$ cat config.mk
export PLATFORM = sky130hd
export DESIGN_NAME = id_ex_decode
export DESIGN_NICKNAME = d
export VERILOG_FILES = /design/src/rtl/id_ex_decode_pkg.sv /design/src/rtl/id_ex_decode_imm_gen.sv /design/src/rtl/id_ex_decode.sv
export SDC_FILE = /design/constraint.sdc
export NUM_CORES = 1
export LEC_CHECK = 0
export ABC_AREA = 1
export BUFFER_PORTS_ARGS = -buffer_cell sky130_fd_sc_hd__buf_2
export CORE_ASPECT_RATIO = 1.25
export CORE_MARGIN = 3
export CORE_UTILIZATION = 50
export CTS_CLUSTER_DIAMETER = 100
export DETAILED_ROUTE_END_ITERATION = 7
export PLACE_DENSITY = 0.8
export SYNTH_ARGS = -nofsm -noshare
export SYNTH_HDL_FRONTEND = slang
export SYNTH_SLANG_ARGS = --single-unit
$ cat constraint.sdc
create_clock -name CLK -period 0.8 [get_ports CLK]
set_clock_uncertainty 0.05 [all_clocks]
set_input_delay 0 -clock CLK [delete_from_list [all_inputs] [get_ports CLK]]
set_output_delay 0 -clock CLK [all_outputs]
set_load 0.005 [all_outputs]
$ cat src/rtl/id_ex_decode_pkg.sv
// Shared decode constants: ALU operation codes, RV32 opcodes, writeback
// selects, immediate formats and the ID/EX register layout.
package id_ex_decode_pkg;

    // ALU operation codes, shared by the decoder and the ALU
    localparam logic [4:0] ALU_ADD  = 5'd0;
    localparam logic [4:0] ALU_SLL  = 5'd1;
    localparam logic [4:0] ALU_SLT  = 5'd2;
    localparam logic [4:0] ALU_SLTU = 5'd3;
    localparam logic [4:0] ALU_XOR  = 5'd4;
    localparam logic [4:0] ALU_SRL  = 5'd5;
    localparam logic [4:0] ALU_OR   = 5'd6;
    localparam logic [4:0] ALU_AND  = 5'd7;
    localparam logic [4:0] ALU_SRA  = 5'd13;
    localparam logic [4:0] ALU_FWD  = 5'd16;

    // RV32 major opcodes
    localparam logic [6:0] OPC_LUI    = 7'b0110111;
    localparam logic [6:0] OPC_AUIPC  = 7'b0010111;
    localparam logic [6:0] OPC_JAL    = 7'b1101111;
    localparam logic [6:0] OPC_JALR   = 7'b1100111;
    localparam logic [6:0] OPC_BRANCH = 7'b1100011;
    localparam logic [6:0] OPC_LOAD   = 7'b0000011;
    localparam logic [6:0] OPC_STORE  = 7'b0100011;
    localparam logic [6:0] OPC_OP_IMM = 7'b0010011;
    localparam logic [6:0] OPC_OP     = 7'b0110011;

    // Writeback source selects
    localparam logic [1:0] WB_ALU = 2'd0;
    localparam logic [1:0] WB_MEM = 2'd1;
    localparam logic [1:0] WB_PC4 = 2'd2;

    // Immediate formats; SHAMT is the zero-extended shift amount of OP-IMM shifts
    typedef enum logic [2:0] {
        IMM_NONE  = 3'd0,
        IMM_I     = 3'd1,
        IMM_S     = 3'd2,
        IMM_B     = 3'd3,
        IMM_U     = 3'd4,
        IMM_J     = 3'd5,
        IMM_SHAMT = 3'd6
    } imm_fmt_e;

    // Contents of the ID/EX pipeline register; all-zero is a bubble
    typedef struct packed {
        logic        valid;
        logic        illegal;
        logic [4:0]  alu_op;
        logic        sub_op2;
        logic        op1_sel;
        logic        op2_sel;
        logic [31:0] imm;
        logic        mul_sel;
        logic [2:0]  mul_op;
        logic        branch;
        logic        jump;
        logic [2:0]  br_type;
        logic        reg_write;
        logic        mem_read;
        logic        mem_write;
        logic [1:0]  wb_sel;
        logic [31:0] pc;
        logic [4:0]  rd;
    } id_ex_t;

endpackage

$ cat src/rtl/id_ex_decode_imm_gen.sv
// Combinational immediate generator for the RV32I I/S/B/U/J formats plus
// the shift-amount form; everything except SHAMT sign-extends from bit 31.
module imm_gen
    import id_ex_decode_pkg::*;
(
    input  logic [31:7] instr,
    input  imm_fmt_e    fmt,
    output logic [31:0] imm
);

    // Assemble the immediate for the selected format
    always_comb begin
        imm = 32'd0;
        case (fmt)
            IMM_I:     imm = {{20{instr[31]}}, instr[31:20]};
            IMM_S:     imm = {{20{instr[31]}}, instr[31:25], instr[11:7]};
            IMM_B:     imm = {{19{instr[31]}}, instr[31], instr[7], instr[30:25], instr[11:8], 1'b0};
            IMM_U:     imm = {instr[31:12], 12'd0};
            IMM_J:     imm = {{11{instr[31]}}, instr[31], instr[19:12], instr[20], instr[30:21], 1'b0};
            IMM_SHAMT: imm = {27'd0, instr[24:20]};
            default:   imm = 32'd0;
        endcase
    end

endmodule

$ cat src/rtl/id_ex_decode.sv
// Instruction decode plus ID/EX pipeline register for an RV32IM core.
// Pipeline handshake: VALID_IN qualifies INSTR/PC_IN on each rising edge;
// STALL=1 holds the register, FLUSH=1 loads a bubble and overrides STALL,
// VALID_IN=0 also loads a bubble. VALID_OUT marks a live instruction in EX.
module id_ex_decode
    import id_ex_decode_pkg::*;
(
    input  logic        CLK,
    input  logic        RESET_N,
    input  logic [31:0] INSTR,
    input  logic [31:0] PC_IN,
    input  logic        VALID_IN,
    input  logic        STALL,
    input  logic        FLUSH,
    output logic [4:0]  ALU_OP,
    output logic        SUB_OP2,
    output logic        OP1_SEL,
    output logic        OP2_SEL,
    output logic [31:0] IMM,
    output logic        MUL_SEL,
    output logic [2:0]  MUL_OP,
    output logic        BRANCH,
    output logic        JUMP,
    output logic [2:0]  BR_TYPE,
    output logic        REG_WRITE,
    output logic        MEM_READ,
    output logic        MEM_WRITE,
    output logic [1:0]  WB_SEL,
    output logic [31:0] PC_OUT,
    output logic [4:0]  RD,
    output logic        VALID_OUT,
    output logic        ILLEGAL
);

    logic [6:0]  opcode;
    logic [2:0]  f3;
    logic [6:0]  f7;
    logic [4:0]  rd_field;
    imm_fmt_e    imm_fmt;
    logic [31:0] imm;
    logic        legal;
    logic        writes_rd;
    id_ex_t      d;
    id_ex_t      q;

    assign opcode   = INSTR[6:0];
    assign f3       = INSTR[14:12];
    assign f7       = INSTR[31:25];
    assign rd_field = INSTR[11:7];

    // Pick the immediate format from the opcode (shifts use the shamt form)
    always_comb begin
        imm_fmt = IMM_NONE;
        case (opcode)
            OPC_OP_IMM:         imm_fmt = (f3 == 3'b001 || f3 == 3'b101) ? IMM_SHAMT : IMM_I;
            OPC_LOAD, OPC_JALR: imm_fmt = IMM_I;
            OPC_STORE:          imm_fmt = IMM_S;
            OPC_BRANCH:         imm_fmt = IMM_B;
            OPC_LUI, OPC_AUIPC: imm_fmt = IMM_U;
            OPC_JAL:            imm_fmt = IMM_J;
            default:            imm_fmt = IMM_NONE;
        endcase
    end

    imm_gen u_imm_gen (
        .instr (INSTR[31:7]),
        .fmt   (imm_fmt),
        .imm   (imm)
    );

    // Decode INSTR into the next ID/EX contents; illegal words keep only PC and the flag
    always_comb begin
        d         = '0;
        legal     = 1'b0;
        writes_rd = 1'b0;
        case (opcode)
            OPC_OP: begin
                writes_rd = 1'b1;
                if (f7 == 7'b0000001) begin
                    legal     = 1'b1;
                    d.mul_sel = 1'b1;
                    d.mul_op  = f3;
                    d.alu_op  = ALU_ADD;
                end else if (f7 == 7'b0000000 ||
                             (f7 == 7'b0100000 && (f3 == 3'b000 || f3 == 3'b101))) begin
                    legal     = 1'b1;
                    d.alu_op  = {1'b0, INSTR[30] & (f3 == 3'b101), f3};
                    d.sub_op2 = INSTR[30] & (f3 == 3'b000);
                end
            end
            OPC_OP_IMM: begin
                writes_rd = 1'b1;
                legal     = !(f3 == 3'b001 && f7 != 7'b0000000) &&
                            !(f3 == 3'b101 && f7 != 7'b0000000 && f7 != 7'b0100000);
                d.alu_op  = {1'b0, INSTR[30] & (f3 == 3'b101), f3};
                d.op2_sel = 1'b1;
            end
            OPC_LUI: begin
                writes_rd = 1'b1;
                legal     = 1'b1;
                d.alu_op  = ALU_FWD;
                d.op2_sel = 1'b1;
            end
            OPC_AUIPC: begin
                writes_rd = 1'b1;
                legal     = 1'b1;
                d.alu_op  = ALU_ADD;
                d.op1_sel = 1'b1;
                d.op2_sel = 1'b1;
            end
            OPC_JAL: begin
                writes_rd = 1'b1;
                legal     = 1'b1;
                d.op1_sel = 1'b1;
                d.op2_sel = 1'b1;
                d.jump    = 1'b1;
                d.wb_sel  = WB_PC4;
            end
            OPC_JALR: begin
                writes_rd = 1'b1;
                legal     = (f3 == 3'b000);
                d.op2_sel = 1'b1;
                d.jump    = 1'b1;
                d.wb_sel  = WB_PC4;
            end
            OPC_BRANCH: begin
                legal     = (f3 != 3'b010) && (f3 != 3'b011);
                d.sub_op2 = 1'b1;
                d.branch  = 1'b1;
                d.br_type = f3;
            end
            OPC_LOAD: begin
                writes_rd  = 1'b1;
                legal      = (f3 == 3'b000) || (f3 == 3'b001) || (f3 == 3'b010) ||
                             (f3 == 3'b100) || (f3 == 3'b101);
                d.op2_sel  = 1'b1;
                d.mem_read = 1'b1;
                d.wb_sel   = WB_MEM;
            end
            OPC_STORE: begin
                legal       = (f3 == 3'b000) || (f3 == 3'b001) || (f3 == 3'b010);
                d.op2_sel   = 1'b1;
                d.mem_write = 1'b1;
            end
            default: legal = 1'b0;
        endcase

        if (!legal) begin
            d         = '0;
            d.illegal = 1'b1;
        end else begin
            d.imm       = imm;
            d.rd        = writes_rd ? rd_field : 5'd0;
            d.reg_write = writes_rd && (rd_field != 5'd0);
        end
        d.valid = 1'b1;
        d.pc    = PC_IN;

        if (!VALID_IN) begin
            d = '0;
        end
    end

    // ID/EX register: flush beats stall, stall holds, otherwise load the decode
    always_ff @(posedge CLK or negedge RESET_N) begin
        if (!RESET_N) begin
            q <= '0;
        end else if (FLUSH) begin
            q <= '0;
        end else if (!STALL) begin
            q <= d;
        end
    end

    assign VALID_OUT = q.valid;
    assign ILLEGAL   = q.illegal;
    assign ALU_OP    = q.alu_op;
    assign SUB_OP2   = q.sub_op2;
    assign OP1_SEL   = q.op1_sel;
    assign OP2_SEL   = q.op2_sel;
    assign IMM       = q.imm;
    assign MUL_SEL   = q.mul_sel;
    assign MUL_OP    = q.mul_op;
    assign BRANCH    = q.branch;
    assign JUMP      = q.jump;
    assign BR_TYPE   = q.br_type;
    assign REG_WRITE = q.reg_write;
    assign MEM_READ  = q.mem_read;
    assign MEM_WRITE = q.mem_write;
    assign WB_SEL    = q.wb_sel;
    assign PC_OUT    = q.pc;
    assign RD        = q.rd;

endmodule
; After elaboration in Yosys (flattened, before gate mapping)
; Cells that the tools add are included.
[word_totals]
n_memories = 0
mem_bits_ro = 0
ff_bits = 93
latch_bits = 0
input_bits = 69
mem_bits_rw = 0
[classes]
add_sub_neg = 0
n_reduce_logical = 27
bitwise_logic = 2
n_eq_ne = 25
magnitude_cmp = 0
div_mod_pow = 0
n_mul = 0
n_shift = 0
n_mux = 32
[op_table]
columns = op, count
row1 = $mux 93, 3
row2 = $pmux 32 s6, 1
row3 = $mux 36, 1
row4 = $mux 32, 1
row5 = $eq 7x6->1 const B, 4
row6 = $eq 7x7->1 const B, 3
row7 = $mux 5, 4
row8 = $mux 9, 2
row9 = $pmux 3 s6, 1
row10 = $eq 3x3->1 const B, 5
row11 = $pmux 5 s3, 1
row12 = $eq 7x5->1 const B, 2
row13 = $reduce_or 7->1, 2
row14 = $mux 1, 11
row15 = $eq 3x2->1 const B, 3
row16 = $mux 4, 2
row17 = $reduce_or 2->1, 4
row18 = $eq 7x1->1 const B, 1
row19 = $eq 7x2->1 const B, 1
row20 = $logic_and 1x1->1, 7
row21 = $logic_not 7->1, 1
row22 = $logic_or 1x1->1, 7
row23 = $ne 7x6->1 const B, 1
row24 = $pmux 1 s7, 1
row25 = other kinds (12), 17

; Logic depth before layout (Yosys ltp)
[logic_depth]
word_depth = 11
ltp_mapped = 12
depth_no_buf = 11

; Hierarchy
; A second synthesis with hierarchy kept.
[unflattened]
hier_cells = 602
area_unflattened_um2 = 4704.5
[by_module_without_submodules]
columns = mod, seq_area_each_um2, area_each_um2, cells_each, instances
row1 = id_ex_decode, 2302.2, 4244.1, 505, 1
row2 = imm_gen, 0.0, 460.4, 97, 1

; Least setup slack after synthesis
; OpenSTA, ideal clock, no wires.
[synth_path]
path_kind = input-to-reg
start = input INSTR[13]
end = register q (netlist bit IMM[25])
slack_ns = -0.459
t_arrival_ns = 1.090
setup_time_ns = 0.119
path_stages = 12
required_time_ns = 0.631
cell_sequence = buf_2 -> inv_1 -> nand3_1 -> inv_1 -> nand3_1 -> nand2_1 -> nor2_1 -> nand4_1 -> buf_6 -> buf_4 -> nand4_1 -> nand2_1
[synth_via]
elab_chain_cells = 11
word_cells_on_any_way = 38
[synth_rtl]
columns = item, line_no
row1 = start: declaration, id_ex_decode.sv:10  ; input logic [31:0] INSTR,
row2 = "parallel branches: the longest is 7 deep, another holds $pmux 32 s6", -
row3 = $mux 32 (*), id_ex_decode.sv:148  ; if (!legal) begin
row4 = $mux 93 (*), id_ex_decode.sv:159  ; if (!VALID_IN) begin
row5 = $mux 93 (*), id_ex_decode.sv:170  ; end else if (!STALL) begin
row6 = $mux 93 (*), id_ex_decode.sv:168  ; end else if (FLUSH) begin
row7 = end signal: assignment, id_ex_decode.sv:167  ; q <= '0;
row8 = end signal: assignment, id_ex_decode.sv:169  ; q <= '0;
row9 = end signal: assignment, id_ex_decode.sv:171  ; q <= d;
row10 = end: declaration, id_ex_decode.sv:44  ; id_ex_t q;
; Mark *: on every way between the ends. The select of a mux whose other input is x is not followed.
; A chain may end at the register's enable or synchronous reset.

; Worst setup path after layout
[layout_path]
start = input INSTR[25]
end = register q (netlist bit IMM[30])
[layout_via]
elab_chain_cells = 10
word_cells_on_any_way = 20
[layout_rtl]
columns = item, line_no
row1 = $eq 7x6->1 or $reduce_bool 7->1 (tied branches), "id_ex_decode.sv:85, id_ex_decode.sv:93, id_ex_decode.sv:94"
row2 = $logic_and 1x1->1 (on tied branches), "id_ex_decode.sv:85, id_ex_decode.sv:94"
row3 = $logic_or 1x1->1 or $logic_and 1x1->1 (tied branches), "id_ex_decode.sv:84, id_ex_decode.sv:94"
row4 = $mux 1 or $logic_not 1->1 (tied branches), "id_ex_decode.sv:84, id_ex_decode.sv:94"
row5 = $mux 1 or $logic_and 1x1->1 (tied branches), "id_ex_decode.sv:79, id_ex_decode.sv:93"
row6 = $pmux 1 s7 (*), id_ex_decode.sv:76  ; case (opcode)
row7 = $mux 32 (*), id_ex_decode.sv:148
row8 = $mux 93 (*), id_ex_decode.sv:159
row9 = $mux 93 (*), id_ex_decode.sv:170
row10 = $mux 93 (*), id_ex_decode.sv:168
; Every way passes the cells marked *; elsewhere a longest branch is shown, timed or not. The select of a mux whose other input is x is not followed.

==> flow_metrics.py <==
metrics = {
    "route": {
        "drc": 0,
        "dr.pass1.iters": 6,
        "vias_per_cell": 5.91,
        "ant_nets": 0,
        "drt_iter0_markers": 839,
        "drt-total-wl_um": 20900,
        "post_drt_wl_per_cell_um": 20.6,
        "vias": 5995,
    },
    "run_status": {
        "violations": "negative setup slack",
        "status": "complete, but fails checks",
    },
    "power": {
        "swShare_pct": 28.3,
        "p_int_w": 0.00682,
        "p_comb_share_pct": 17.4,
        "switchingPower_w": 0.00269,
        "power_density_nw_per_um2": 1230,
        "p_total_w": 0.00951,
        "p_seq_share_pct": 50.0,
        "ir_worst_vdd_uv": 1200,
        "p_clk_share_pct": 32.6,
        "leakage_nw": 4.46,
    },
    "place": {
        "placed_area_um2": 6080,
        "gp_congestion": 0.889,
        "dp_cells": 873,
        "port_buffers": 161,
        "dp_hpwl_um": 10500,
    },
    "worst_setup_path": {
        "required_ns": 1.06,
        "critical_path_class": "in2reg",
        "worst_setup_path_end_kind": "flip-flop",
        "critical_path.max_stage_delay_ns": 0.19,
        "critPathBufInv": 4,
        "crit_chain": "buf_2 > nor2_1 > nand2_2 > nor2_2 > inv_1 > nand3_1 > nand2_1 > nand4_1 > buf_6 > buf_16 > nand4_1 > nand2_1",
        "start_kind": "input port",
        "cp_top_family": "simple AND/OR/NAND/NOR gates",
        "crit_fanout": 18,
        "arrival_ns": 1.47,
        "crit_slowest_cell": "nor2_1",
    },
    "floorplanning": {
        "die_w_um": 91.7,
        "initial_core_util_pct": 52.2,
        "io_pins": 162,
        "row_count": 38,
        "dieArea_um2": 10400,
        "core_area_um2": 8800,
        "fp.dieH_um": 113,
    },
    "finish": {
        "drive_above_1_share_pct": 43.9,
        "nets": 959,
        "fin_cells": 1015,
        "final_common_cell": "nand2_1",
        "mostFrequentLayoutCells": "nand2_1, buf_2, buf_4, dfrtp_1, dlygate4sd3_1",
        "n_fill_cell": 422,
        "design_area_um2": 7720,
        "diodes": 0,
        "area_delta_synth_final_pct": 68.2,
    },
    "global_routing": {
        "grt_max_degree": 62,
        "track_usage_pct": 34.1,
        "grt_pass1_vias": 5584,
        "grt_pass1_wl_um": 28000,
        "overflow": 0,
        "antenna_found_initial": 0,
    },
    "logic_synthesis": {
        "synth_nets": 627,
        "netlist_area_um2": 4590,
        "syn_avg_cell_area_um2": 8.23,
        "ys_seq_elements": 92,
        "ys_seq_area_share_pct": 50.1,
        "yosysWarnings": 0,
        "synthCells": 558,
        "ys_types": 27,
    },
    "clock_network": {
        "htreeDepth": 3,
        "cts-root-buf": "clkbuf_8",
        "cts_max_path_buffers": 2,
        "clkTransAtPathRegs_ns": 0.09,
        "clock-sinks": 92,
        "clock_latency_ns": 0.37,
        "cts_tree": "yes",
        "cts_buffers": 9,
    },
    "timing": {
        "hold_viol": 0,
        "drv_slew": 0,
        "period_needed_ns": 1.22,
        "rsz0062_at_grt": "yes",
        "max_freq_mhz": 821,
        "tightestPinTransition_ns": 0.397,
        "relSlewSlack_pct": 73.5,
        "finalWorstSetupSlack_ns": -0.418,
        "setup_viol": 179,
        "fin_crit_sh_pct": 152,
    },
    "worst_hold_path": {
        "hold_class": "in2reg",
    },
    "flow_run": {
        "max_cap_violations": 0,
    },
}
==> layout make-up <==
type,instances,area (um^2),share of cell area (%)
timing repair buffer,356,2700,35.0
sequential,92,2300,29.8
multi-input combinational,401,2250,29.2
clock buffer,11,151,1.96
tap,120,150,1.94
inverter,30,129,1.67
clock inverter,5,36.3,0.470
==> layer usage <==
metal,global-route usage [%],up-vias,wire length [um]
met5,0,-,0
met4,16.4,0,1450
met3,7.58,135,1900
met2,61.4,485,10500
met1,37.8,2837,7030
li1,-,2538,-
==> worst paths after layout <==
check                              to      start  slack, ns  depth (start not counted)
max reg2reg                 WB_SEL[1]  WB_SEL[1]      -0.21                          4
max                           IMM[30]  INSTR[25]      -0.42                         12
max in group asynchronous       RD[4]    RESET_N       0.23                          3
min                            IMM[3]  INSTR[10]       0.03                          5
min reg2reg                   IMM[17]    IMM[17]       0.44                          2
min in group asynchronous  PC_OUT[18]    RESET_N       0.13                          3
==> flip-flops by register name (all words and copies together) (netlist names), 3 cells and up <==
register  count
BR_TYPE       3
MUL_OP        3
ALU_OP        5
RD            5
PC_OUT       32
IMM          32
==> synthesized netlist by cell type <==
library cell / n / area (um^2)
nor3_1: 4 / 20.0
buf_4: 3 / 22.5
clkbuf_1: 17 / 63.8
a21boi_0: 4 / 30.0
buf_6: 3 / 33.8
nand4_1: 43 / 269
nand3_1: 44 / 220
nor2_2: 2 / 12.5
a21oi_2: 1 / 8.76
buf_1: 2 / 7.51
inv_1: 19 / 71.3
nor2_8: 1 / 20.0
o21ai_0: 9 / 45.0
dfrtp_1: 92 / 2300
nor3_2: 1 / 10.0
o21ai_1: 10 / 50.1
nand3b_1: 6 / 45.0
nor2_4: 4 / 45.0
nand3_2: 1 / 10.0
nor2_1: 27 / 101
clkinv_1: 1 / 3.75
a21oi_1: 14 / 70.1
inv_2: 10 / 37.5
nand2_1: 190 / 713
a22o_1: 32 / 280
buf_2: 10 / 50.1
nand2_2: 8 / 50.1
==> repair_timing <==
action / CTS / global route
pin swaps: 35 / 14
setup buffers: 36 / 37
gates cloned: 3 / 2
gates resized for setup: 58 / 25
hold buffers: 48 / 0
hold endpoints to repair: 145 / 0
endpoints found under the setup margin: 152 / 167
==> logic make-up after synthesis <==
| kind of cell | after synthesis | synth area share, % |
|---|---|---|
| buffers and inverters | 65 | 6.32 |
| AND/OR/NAND/NOR | 331 | 33.0 |
| AO/OA/AOI/OAI | 70 | 10.5 |
| flip-flops | 92 | 50.1 |
==> tightest hold or removal path, cell delays in order <==
cell     delay [ns]
buf_2          0.12
nand2_1        0.06
nand3_1        0.08
nand4_1        0.11
nand2_1        0.06
==> power by group through the flow <==
stage	clock (W)	combinational, W	sequential, W
after global placement	0	0.00108	0.00483
after CTS	0.00301	0.00146	0.00474
after floorplan	0	0.000431	0.00485
after global routing	0.00326	0.00175	0.00476
after detailed placement	0	0.00111	0.00484
final	0.00310	0.00166	0.00475
==> metrics by stage <==
stage	hold slack, ns	setup WS (ns)	utilization (%)	setup TNS, ns
4_1_cts	0.00153	-0.278	83.0	-28.26
3_5_place_dp	-0.0260	-0.784	69.1	-47.08
3_3_place_gp	-0.0340	-0.678	69.1	-41.78
6_report	0.0332	-0.418	87.8	-35.57
2_1_floorplan	-0.346	-0.356	-	-17.87
5_1_grt	0.0474	-0.551	87.8	-44.09
Power figures use the tool's default switching activity.
